===== src/rtl/pipe_control_hazard_pkg.sv =====
`default_nettype none
// ============================================================================
// Module  : pipe_ctrl_pkg
// Brief   : Opcode/funct/ALU/forward encodings and the E-stage control bundle.
// Revision: 1.0 - initial release
// ============================================================================
package pipe_ctrl_pkg;

    localparam logic [5:0] OP_RTYPE = 6'b000000;
    localparam logic [5:0] OP_LW    = 6'b100011;
    localparam logic [5:0] OP_SW    = 6'b101011;
    localparam logic [5:0] OP_BEQ   = 6'b000100;
    localparam logic [5:0] OP_ADDI  = 6'b001000;

    localparam logic [5:0] FUNCT_ADD = 6'b100000;
    localparam logic [5:0] FUNCT_SUB = 6'b100010;
    localparam logic [5:0] FUNCT_AND = 6'b100100;
    localparam logic [5:0] FUNCT_OR  = 6'b100101;
    localparam logic [5:0] FUNCT_SLT = 6'b101010;

    localparam int ALU_W = 3;
    localparam logic [ALU_W-1:0] ALU_ADD = 3'b010;
    localparam logic [ALU_W-1:0] ALU_SUB = 3'b110;
    localparam logic [ALU_W-1:0] ALU_AND = 3'b000;
    localparam logic [ALU_W-1:0] ALU_OR  = 3'b001;
    localparam logic [ALU_W-1:0] ALU_SLT = 3'b111;

    localparam logic [1:0] FWD_RF = 2'b00;
    localparam logic [1:0] FWD_W  = 2'b01;
    localparam logic [1:0] FWD_M  = 2'b10;

    typedef struct packed {
        logic             regwrite;
        logic             memtoreg;
        logic             memwrite;
        logic             alusrc;
        logic             regdst;
        logic [ALU_W-1:0] alucontrol;
    } ctrl_e_t;

endpackage
`default_nettype wire


===== src/rtl/pipe_control_hazard_if.sv =====
`default_nettype none
// ============================================================================
// Module  : pipe_control_hazard_if
// Brief   : Datapath <-> control/hazard unit signal bundle.
// Revision: 1.0 - initial release
// ============================================================================
interface pipe_control_hazard_if #(
    parameter int REGW  = 5,
    parameter int ALUCW = 3
);
    logic [5:0]       op;
    logic [5:0]       funct;
    logic             equalD;
    logic [REGW-1:0]  rsD, rtD, rsE, rtE;
    logic [REGW-1:0]  writeregE, writeregM, writeregW;
    logic             pcsrcD, regdstE, alusrcE;
    logic [ALUCW-1:0] alucontrolE;
    logic             memwriteM, memtoregW, regwriteW;
    logic             stallF, stallD, flushE;
    logic             forwardAD, forwardBD;
    logic [1:0]       forwardAE, forwardBE;

    modport master (
        output op, funct, equalD, rsD, rtD, rsE, rtE, writeregE, writeregM, writeregW,
        input  pcsrcD, regdstE, alusrcE, alucontrolE, memwriteM, memtoregW, regwriteW,
        input  stallF, stallD, flushE, forwardAD, forwardBD, forwardAE, forwardBE
    );

    modport slave (
        input  op, funct, equalD, rsD, rtD, rsE, rtE, writeregE, writeregM, writeregW,
        output pcsrcD, regdstE, alusrcE, alucontrolE, memwriteM, memtoregW, regwriteW,
        output stallF, stallD, flushE, forwardAD, forwardBD, forwardAE, forwardBE
    );
endinterface
`default_nettype wire


===== src/rtl/pipe_control_hazard_decode.sv =====
`default_nettype none
// ============================================================================
// Module  : ctrl_decode
// Brief   : D-stage op/funct decoder producing the control bundle and branch.
// Revision: 1.0 - initial release
// ============================================================================
module ctrl_decode
    import pipe_ctrl_pkg::*;
(
    input  wire logic [5:0] i_op,
    input  wire logic [5:0] i_funct,
    output ctrl_e_t         o_ctrlD,
    output logic            o_branchD
);

    always_comb begin
        o_ctrlD   = '0;
        o_branchD = 1'b0;
        case (i_op)
            OP_RTYPE: begin
                o_ctrlD.regwrite = 1'b1;
                o_ctrlD.regdst   = 1'b1;
                case (i_funct)
                    FUNCT_ADD: o_ctrlD.alucontrol = ALU_ADD;
                    FUNCT_SUB: o_ctrlD.alucontrol = ALU_SUB;
                    FUNCT_AND: o_ctrlD.alucontrol = ALU_AND;
                    FUNCT_OR:  o_ctrlD.alucontrol = ALU_OR;
                    FUNCT_SLT: o_ctrlD.alucontrol = ALU_SLT;
                    default: begin
                        // Unsupported funct must not corrupt the register file
                        o_ctrlD.alucontrol = ALU_ADD;
                        o_ctrlD.regwrite   = 1'b0;
                    end
                endcase
            end
            OP_LW: begin
                o_ctrlD.regwrite   = 1'b1;
                o_ctrlD.alusrc     = 1'b1;
                o_ctrlD.memtoreg   = 1'b1;
                o_ctrlD.alucontrol = ALU_ADD;
            end
            OP_SW: begin
                o_ctrlD.memwrite   = 1'b1;
                o_ctrlD.alusrc     = 1'b1;
                o_ctrlD.alucontrol = ALU_ADD;
            end
            OP_BEQ: begin
                o_branchD          = 1'b1;
                o_ctrlD.alucontrol = ALU_SUB;
            end
            OP_ADDI: begin
                o_ctrlD.regwrite   = 1'b1;
                o_ctrlD.alusrc     = 1'b1;
                o_ctrlD.alucontrol = ALU_ADD;
            end
            default: ;
        endcase
    end

endmodule
`default_nettype wire


===== src/rtl/pipe_control_hazard.sv =====
`default_nettype none
// ============================================================================
// Module  : pipe_control_hazard
// Brief   : Control pipeline (E/M/W), stall/flush and forwarding for 5-stage MIPS.
// Revision: 1.0 - initial release
// ============================================================================
module pipe_control_hazard
    import pipe_ctrl_pkg::*;
#(
    parameter int REGW  = 5,
    parameter int ALUCW = 3
) (
    input  wire logic             clk,
    input  wire logic             reset,
    pipe_control_hazard_if.slave  bus
);

    localparam logic [REGW-1:0] c_zeroReg = '0;

    ctrl_e_t w_ctrlD;
    logic    w_branchD;
    ctrl_e_t r_ctrlE;
    logic    r_regwriteM, r_memtoregM, r_memwriteM;
    logic    r_regwriteW, r_memtoregW;
    logic    w_lwstall, w_branchstall, w_stall;

    ctrl_decode u_decode (
        .i_op      (bus.op),
        .i_funct   (bus.funct),
        .o_ctrlD   (w_ctrlD),
        .o_branchD (w_branchD)
    );

    always_ff @(posedge clk or negedge reset) begin
        if (!reset) begin
            r_ctrlE     <= '0;
            r_regwriteM <= 1'b0;
            r_memtoregM <= 1'b0;
            r_memwriteM <= 1'b0;
            r_regwriteW <= 1'b0;
            r_memtoregW <= 1'b0;
        end else begin
            r_ctrlE     <= w_stall ? '0 : w_ctrlD;
            r_regwriteM <= r_ctrlE.regwrite;
            r_memtoregM <= r_ctrlE.memtoreg;
            r_memwriteM <= r_ctrlE.memwrite;
            r_regwriteW <= r_regwriteM;
            r_memtoregW <= r_memtoregM;
        end
    end

    assign w_lwstall = r_ctrlE.memtoreg & ((bus.rtE == bus.rsD) | (bus.rtE == bus.rtD));

    // A branch compares in D, so any result still in E (or a load still in M) must wait
    assign w_branchstall = w_branchD &
        ((r_ctrlE.regwrite & ((bus.writeregE == bus.rsD) | (bus.writeregE == bus.rtD))) |
         (r_memtoregM      & ((bus.writeregM == bus.rsD) | (bus.writeregM == bus.rtD))));

    assign w_stall = w_lwstall | w_branchstall;

    assign bus.stallF = w_stall;
    assign bus.stallD = w_stall;
    assign bus.flushE = w_stall;
    assign bus.pcsrcD = w_branchD & bus.equalD & ~w_branchstall;

    assign bus.forwardAD = (bus.rsD != c_zeroReg) & (bus.rsD == bus.writeregM) & r_regwriteM;
    assign bus.forwardBD = (bus.rtD != c_zeroReg) & (bus.rtD == bus.writeregM) & r_regwriteM;

    // M is the younger result, so it wins over W
    always_comb begin
        bus.forwardAE = FWD_RF;
        bus.forwardBE = FWD_RF;
        if ((bus.rsE != c_zeroReg) & (bus.rsE == bus.writeregM) & r_regwriteM)
            bus.forwardAE = FWD_M;
        else if ((bus.rsE != c_zeroReg) & (bus.rsE == bus.writeregW) & r_regwriteW)
            bus.forwardAE = FWD_W;
        if ((bus.rtE != c_zeroReg) & (bus.rtE == bus.writeregM) & r_regwriteM)
            bus.forwardBE = FWD_M;
        else if ((bus.rtE != c_zeroReg) & (bus.rtE == bus.writeregW) & r_regwriteW)
            bus.forwardBE = FWD_W;
    end

    assign bus.regdstE     = r_ctrlE.regdst;
    assign bus.alusrcE     = r_ctrlE.alusrc;
    assign bus.alucontrolE = ALUCW'(r_ctrlE.alucontrol);
    assign bus.memwriteM   = r_memwriteM;
    assign bus.memtoregW   = r_memtoregW;
    assign bus.regwriteW   = r_regwriteW;

endmodule
`default_nettype wire


===== src/flat_wrapper.sv =====
// flat-port wrapper written by rule: the top's interface ports become plain ports
module pipe_control_hazard_flat import pipe_ctrl_pkg::*;
#(
    parameter int REGW  = 5,
    parameter int ALUCW = 3
)
  (clk, reset, bus_op, bus_funct, bus_equalD, bus_rsD, bus_rtD, bus_rsE, bus_rtE, bus_writeregE, bus_writeregM, bus_writeregW, bus_pcsrcD, bus_regdstE, bus_alusrcE, bus_alucontrolE, bus_memwriteM, bus_memtoregW, bus_regwriteW, bus_stallF, bus_stallD, bus_flushE, bus_forwardAD, bus_forwardBD, bus_forwardAE, bus_forwardBE);
  pipe_control_hazard_if #(.REGW(REGW), .ALUCW(ALUCW)) bus_i ();
  input  wire logic clk;
  input  wire logic reset;
  input wire logic [$bits(bus_i.op)-1:0] bus_op;
  input wire logic [$bits(bus_i.funct)-1:0] bus_funct;
  input wire logic [$bits(bus_i.equalD)-1:0] bus_equalD;
  input wire logic [$bits(bus_i.rsD)-1:0] bus_rsD;
  input wire logic [$bits(bus_i.rtD)-1:0] bus_rtD;
  input wire logic [$bits(bus_i.rsE)-1:0] bus_rsE;
  input wire logic [$bits(bus_i.rtE)-1:0] bus_rtE;
  input wire logic [$bits(bus_i.writeregE)-1:0] bus_writeregE;
  input wire logic [$bits(bus_i.writeregM)-1:0] bus_writeregM;
  input wire logic [$bits(bus_i.writeregW)-1:0] bus_writeregW;
  output wire logic [$bits(bus_i.pcsrcD)-1:0] bus_pcsrcD;
  output wire logic [$bits(bus_i.regdstE)-1:0] bus_regdstE;
  output wire logic [$bits(bus_i.alusrcE)-1:0] bus_alusrcE;
  output wire logic [$bits(bus_i.alucontrolE)-1:0] bus_alucontrolE;
  output wire logic [$bits(bus_i.memwriteM)-1:0] bus_memwriteM;
  output wire logic [$bits(bus_i.memtoregW)-1:0] bus_memtoregW;
  output wire logic [$bits(bus_i.regwriteW)-1:0] bus_regwriteW;
  output wire logic [$bits(bus_i.stallF)-1:0] bus_stallF;
  output wire logic [$bits(bus_i.stallD)-1:0] bus_stallD;
  output wire logic [$bits(bus_i.flushE)-1:0] bus_flushE;
  output wire logic [$bits(bus_i.forwardAD)-1:0] bus_forwardAD;
  output wire logic [$bits(bus_i.forwardBD)-1:0] bus_forwardBD;
  output wire logic [$bits(bus_i.forwardAE)-1:0] bus_forwardAE;
  output wire logic [$bits(bus_i.forwardBE)-1:0] bus_forwardBE;
  assign bus_i.op = bus_op;
  assign bus_i.funct = bus_funct;
  assign bus_i.equalD = bus_equalD;
  assign bus_i.rsD = bus_rsD;
  assign bus_i.rtD = bus_rtD;
  assign bus_i.rsE = bus_rsE;
  assign bus_i.rtE = bus_rtE;
  assign bus_i.writeregE = bus_writeregE;
  assign bus_i.writeregM = bus_writeregM;
  assign bus_i.writeregW = bus_writeregW;
  assign bus_pcsrcD = bus_i.pcsrcD;
  assign bus_regdstE = bus_i.regdstE;
  assign bus_alusrcE = bus_i.alusrcE;
  assign bus_alucontrolE = bus_i.alucontrolE;
  assign bus_memwriteM = bus_i.memwriteM;
  assign bus_memtoregW = bus_i.memtoregW;
  assign bus_regwriteW = bus_i.regwriteW;
  assign bus_stallF = bus_i.stallF;
  assign bus_stallD = bus_i.stallD;
  assign bus_flushE = bus_i.flushE;
  assign bus_forwardAD = bus_i.forwardAD;
  assign bus_forwardBD = bus_i.forwardBD;
  assign bus_forwardAE = bus_i.forwardAE;
  assign bus_forwardBE = bus_i.forwardBE;
  pipe_control_hazard #(.REGW(REGW), .ALUCW(ALUCW)) u_core (.clk(clk), .reset(reset), .bus(bus_i));
endmodule

===== config.mk =====
export PLATFORM = sky130hd
export DESIGN_NAME = pipe_control_hazard_flat
export DESIGN_NICKNAME = d
export VERILOG_FILES = /design/src/rtl/pipe_control_hazard_pkg.sv /design/src/rtl/pipe_control_hazard_if.sv /design/src/rtl/pipe_control_hazard_decode.sv /design/src/rtl/pipe_control_hazard.sv /design/src/flat_wrapper.sv
export SDC_FILE = /design/constraint.sdc
export NUM_CORES = 1
export LEC_CHECK = 0
export CAP_MARGIN = 10
export CORE_MARGIN = 5
export CORE_UTILIZATION = 36
export DETAILED_ROUTE_END_ITERATION = 12
export GPL_TIMING_DRIVEN = 0
export PLACE_DENSITY = 0.74
export SYNTH_ARGS = -nofsm -noshare
export SYNTH_HDL_FRONTEND = slang
export SYNTH_SLANG_ARGS = --single-unit

===== constraint.sdc =====
create_clock -name clk -period 1.45 [get_ports clk]
set_input_delay 0.145 -clock clk [delete_from_list [all_inputs] [get_ports clk]]
set_output_delay 0.145 -clock clk [all_outputs]
set_load 0.02 [all_outputs]

==> reports/metrics.yaml, run 1 <==
ir_worst_vdd_mv: 0.164
synthTopCellsByArea: "dfrtp_1 (26%), xor2_1 (22%), xnor2_1 (12%)"
track_usage_pct: 18.5
final_area_sq_mm: 0.00229
max_stage_delay_ps: 350
crit_cells: 6
setup_violations: 9
wl_mm: 4.55
netlist_area_sq_mm: 0.00127
die_area_sq_mm: 0.00483
layout-drive-gt1-share_pct: 40.7
die-width_um: 69.5
dieHeight_um: 69.5
fin_nets: 282
detail_route.wl_per_cell_um: 16.4
vias: 1400
route.met3.wl_um: 178
synth_ff_type: "dfrtp_1"
cp_cell_sequence: "nor3b_4 -> a32oi_2 -> and3_4 -> o32ai_4 -> buf_6 -> buf_6"
grt_first_pass_wirelength_mm: 7.47
status: "finished with violations"
clk_pin_slew_worst_paths_ps: 80
slew_headroom_pct: 63.7
synth.avg_cell_area_sq_um: 8.91
grt_antenna_before_repair: 0
crit_path_end_kind: "output port"
setup_tns_ps: -2200
crit_top_cell: "buf_6"
worst_pin_slew_ps: 543
async_reset_ff_share_pct: 100
fmax_mhz: 548
grt_max_degree: 14
cts_tree: "built"
startpoint: "u_core.r_memtoregM"
synth_top_area_share_pct: 25.5
viasPerCell: 5.05
cp_slowest_cell: "dfrtp_1"
dr_wl_met2_mm: 2.42
highest_layer: "met4"
routabilityCongestion: 0.802
grt_pass1_vias: 1542
ys_warn_count: 0
synth_seq_cells: 13
ios: 68
dp_hpwl_mm: 3.41
dp_cells: 251
crit_required_ps: 1310
place_area_sq_mm: 0.00206
p_leak_nw: 0.980
startpoint_type: "flop"
powerDensity_mw_per_mm2: 437
reg2regPathDepth: 9
finalPower_w: 0.000999
drt_iter0_drc: 82
drcViolationCount: 0
cts_buffer_depth: 2
most-common-layout-cells: "buf_4 (34), xor2_1 (32), clkdlybuf4s50_1 (22)"
violations: "negative setup slack"
drt_first_pass_iters: 4
rows: 21
drv_slew: 0
design.core.area_sq_mm: 0.00339
worstSkewPairLatency_ps: 270
syn_inst: 143
hold_path_class: "primary input to asynchronous set/reset pin"
antenna_cells: 0
final_common_cell: "buf_4"
path_buf_inv: 2
synth_edf_count: 0
post-route-period-util_pct: 126
layout_setup_ws_ps: -375
path_delay_family: "compound AO/OA/AOI/OAI gates"
critPathArrivalTime_ps: 1680
syn_nets: 193
critPathKind: "flop to output port"
stdcell_count: 277
hold_viol: 0
met1Wirelength_mm: 1.90
cts_made_buffers: 3
cts_root_buffer: "clkbuf_4"
n_fill_cell: 274
timing.rr.end: "u_core.bus.alucontrolE[1]"
cts_htree_levels: 1
ys_seq_area_share_pct: 25.5
post-synth-top-area-cell: "dfrtp_1"
maxCapViolations: 0
netlist-cell-type-count: 34
start_util_pct: 37.6
antenna_left: 0
critical_path.max_fanout: 3
syn_to_final_growth_pct: 79.6
r2r_slack_ps: -260
grt_setup_unrepaired: "true"
port_buffers: 62
clock_sink_count: 13
skew_ps: 2.55
globalRouteOverflowTotal: 0
period_needed_ps: 1820
worstReg2RegStart: "u_core.r_ctrlE[7]"
[cells by family after synthesis]
group | Yosys count | share of synthesized area, %
buffers and inverters | 14 | 7.37
XOR/XNOR | 50 | 34.4
flip-flops | 13 | 25.5
AND/OR/NAND/NOR | 50 | 23.4
AO/OA/AOI/OAI | 15 | 8.45
multiplexers | 1 | 0.884
[Yosys cell counts, types with 2 or more instances]
library cell / n
a21oi_1: 3
buf_4: 9
dfrtp_1: 13
xnor2_1: 18
a22oi_1: 2
nor3b_1: 3
nand4_1: 5
o21ai_0: 3
nor4_1: 7
nand3_1: 2
nor3_1: 7
xor2_1: 32
inv_1: 4
or4_1: 3
nor2_1: 9
nand2_1: 5
[power by group]
part	internal [W]	total [W]	switching, W
logic	0.000209	0.000417	0.000208
registers	0.000367	0.000370	0.00000294
clock network	0.000102	0.000212	0.000110
[sequential cells by signal, summed over array words and instances, names as in the netlist]
signal / count
u_core.bus.alucontrolE: 3
u_core.bus.alusrcE: 1
u_core.bus.memtoregW: 1
u_core.r_ctrlE: 3
u_core.bus.regwriteW: 1
u_core.r_memtoregM: 1
u_core.bus.regdstE: 1
u_core.bus.memwriteM: 1
u_core.r_regwriteM: 1
[routing by layer]
metal | track usage (%) | vias up
li1 | - | 678
met1 | 22.6 | 674
met2 | 31.5 | 42
met3 | 2.61 | 6
met4 | 8.89 | 0
met5 | 0 | -
[final cells by class]
class	instances	area, sq um	share of cell area [%]
tap	46	57.6	2.52
multi-input combinational	116	1040	45.6
buffer	10	93.8	4.10
inverter	4	15.0	0.656
sequential	13	327	14.3
clock buffer	3	22.5	0.985
timing repair buffer	84	723	31.6
clock inverter	1	5.00	0.219
[what timing repair did]
action | in CTS | in global routing
pin swaps | 15 | 16
setup endpoints to repair | 19 | 15
gates resized for setup | 150 | 28
hold buffers | 0 | 0
buffers inserted | 20 | 3
[how the worst max path moves through the flow]
stage,end
5_1_grt,bus_stallD
3_3_place_gp,bus_stallD
4_1_cts,bus_stallD
2_1_floorplan,bus_forwardBE[0]
3_5_place_dp,bus_stallD
6_report,bus_stallD
[stage by stage]
step | setup WS, ps | utilization (%) | hold slack, ps
2_1_floorplan | -80.1 | - | -151
3_3_place_gp | -1240 | 60.8 | 336
3_5_place_dp | -1260 | 60.8 | 345
4_1_cts | -393 | 65.9 | 233
5_1_grt | -465 | 67.5 | 271
6_report | -375 | 67.5 | 227
(Power assumes the default switching activity.)
==> run 2, diff against run 1 <==
--- a/config.mk
+++ b/config.mk
@@ -7,10 +7,11 @@
 export LEC_CHECK = 0
 export CAP_MARGIN = 10
 export CORE_MARGIN = 5
-export CORE_UTILIZATION = 36
+export CORE_UTILIZATION = 40
 export DETAILED_ROUTE_END_ITERATION = 12
+export DONT_BUFFER_PORTS = 1
 export GPL_TIMING_DRIVEN = 0
-export PLACE_DENSITY = 0.74
+export PLACE_DENSITY = 0.52
 export SYNTH_ARGS = -nofsm -noshare
 export SYNTH_HDL_FRONTEND = slang
 export SYNTH_SLANG_ARGS = --single-unit
==> run 2 against run 1 <==
Net effect:
- the run still ends with negative setup slack left
- register-to-register slack gained 400 ps
- cell area shrank 32%
- core utilization shrank 17 points
- die area shrank 8.6%
==> reports/metrics.yaml, run 2 (synthesis results as in run 1) <==
start_util_pct: 41.7
clockPowerShare_pct: 25.8
dr_wl_met2_mm: 1.50
drt_iter0_drc: 22
viasPerCell: 5.52
place_area_sq_mm: 0.00144
skew_ps: 0.361
detail_route.wl_per_cell_um: 16.9
routabilityCongestion: 0.773
cts_tree: "built"
fin_nets: 206
fmax_mhz: 554
startpoint_type: "flop"
switchingPower_w: 0.000216
die-width_um: 66.4
p_leak_nw: 0.570
setup_tns_ps: -1460
status: "finished with violations"
wl_mm: 3.36
final_common_cell: "xor2_1"
worstSkewPairLatency_ps: 260
met1Wirelength_mm: 1.41
antenna_cells: 0
cts_htree_levels: 1
period_needed_ps: 1800
ir_worst_vdd_mv: 0.226
antenna_left: 0
cp_cell_sequence: "nor3b_2 -> a32oi_2 -> and3_4 -> o32ai_4 -> buf_6"
powerDensity_mw_per_mm2: 520
path_delay_family: "compound AO/OA/AOI/OAI gates"
slew_headroom_pct: 52.3
final_area_sq_mm: 0.00156
critPathKind: "flop to output port"
vias: 1098
crit_required_ps: 1310
route.met3.wl_um: 383
drcViolationCount: 0
layout_setup_ws_ps: -355
cp_slowest_cell: "o32ai_4"
design.core.area_sq_mm: 0.00305
hold_ws_ps: 19.5
drt_first_pass_iters: 4
worst_pin_slew_ps: 711
cts_made_buffers: 3
crit_path_end_kind: "output port"
n_fill_cell: 303
drv_slew: 0
swShare_pct: 26.7
syn_to_final_growth_pct: 22.1
grt_max_degree: 14
clk_pin_slew_worst_paths_ps: 70
max_stage_delay_ps: 380
grt_antenna_before_repair: 0
grt_setup_unrepaired: "true"
die_area_sq_mm: 0.00441
p_int_w: 0.000593
post-route-period-util_pct: 124
cts_buffer_depth: 2
most-common-layout-cells: "xor2_1 (32), xnor2_1 (18), dfrtp_1 (12)"
layout-drive-gt1-share_pct: 23.9
port_buffers: 0
dieHeight_um: 66.4
violations: "negative setup slack"
setup_violations: 8
critPathArrivalTime_ps: 1660
rows: 20
dp_hpwl_mm: 2.87
hold_path_class: "primary input to flop"
critical_path.max_fanout: 3
clock_sink_count: 13
maxCapViolations: 0
power_frac_comb_pct: 28.1
grt_first_pass_wirelength_mm: 5.13
track_usage_pct: 14.9
hold_viol: 0
grt_pass1_vias: 1081
highest_layer: "met4"
cts_root_buffer: "clkbuf_4"
power_frac_seq_pct: 46.1
globalRouteOverflowTotal: 0
path_buf_inv: 1
ios: 68
## run 2: area by class of cell
class	instances	area, sq um	share of cell area [%]
Buffer	10	93.8	6.03
Clock buffer	4	26.3	1.69
Inverter	4	15.0	0.965
Tap cell	44	55.1	3.54
Multi-Input combinational cell	116	971	62.4
Sequential cell	13	327	21.0
Timing Repair Buffer	8	67.6	4.34
## run 2: what timing repair did
action                     in CTS  in global routing
cloned                          0                  0
pin swaps                       3                  6
hold endpoints to repair       15                  0
hold buffers                    3                  0
resized for setup               1                  5
setup endpoints to repair       8                 11
setup buffers                   2                  3
## run 2: path summary, 6_finish.rpt
kind	end	start	cells after the start	slack, ps
min in group asynchronous	u_core.bus.memtoregW	reset	1	300
worst min register to register	u_core.bus.memwriteM	u_core.r_ctrlE[5]	0	350
worst max-delay path	bus_stallD	u_core.r_memtoregM	5	-350
worst min-delay path	u_core.bus.alusrcE	bus_op[3]	2	20
worst max register to register	u_core.bus.alucontrolE[1]	u_core.r_memtoregM	4	140
max in group asynchronous	u_core.r_regwriteM	reset	1	770
## run 2: power groups by stage
stage	clock, W	sequential, W	combinational, W
finish	0.000209	0.000373	0.000227
global route	0.000237	0.000374	0.000251
CTS	0.000217	0.000373	0.000226
global placement	0	0.000381	0.000203
floorplan	0	0.000379	0.000187
detailed placement	0	0.000381	0.000209
## run 2: through the flow
step / utilization, % / power (W) / std cells / setup slack, ps
6_report: 50.9 / 0.000809 / 199 / -355
5_1_grt: 50.9 / 0.000862 / 199 / -461
4_1_cts: 49.6 / 0.000815 / 196 / -442
3_5_place_dp: 47.1 / 0.000590 / 187 / -223
3_3_place_gp: 47.1 / 0.000584 / 187 / -242
2_1_floorplan: - / 0.000566 / 143 / -80.1
## run 2: per-layer routing
layer,GRT usage (%),vias up
met5,0,-
met4,5.33,0
met3,4.93,6
met2,21.6,51
met1,20.5,521
li1,-,520
## run 2: worst reg2reg max path, cell delays in order (launching register included)
cell and delay, ps:
dfrtp_1 400, nor3b_2 170, a32oi_2 190, a31oi_1 150, a2111oi_2 280
==> run 3, diff against run 2 <==
--- a/config.mk
+++ b/config.mk
@@ -7,11 +7,10 @@
 export LEC_CHECK = 0
 export CAP_MARGIN = 10
 export CORE_MARGIN = 5
-export CORE_UTILIZATION = 40
+export CORE_UTILIZATION = 36
 export DETAILED_ROUTE_END_ITERATION = 12
-export DONT_BUFFER_PORTS = 1
 export GPL_TIMING_DRIVEN = 0
-export PLACE_DENSITY = 0.52
+export PLACE_DENSITY = 0.74
 export SYNTH_ARGS = -nofsm -noshare
 export SYNTH_HDL_FRONTEND = slang
 export SYNTH_SLANG_ARGS = --single-unit
==> results of run 3 <==
Same layout as run 1: the final DEF is identical, and so are final timing and power.
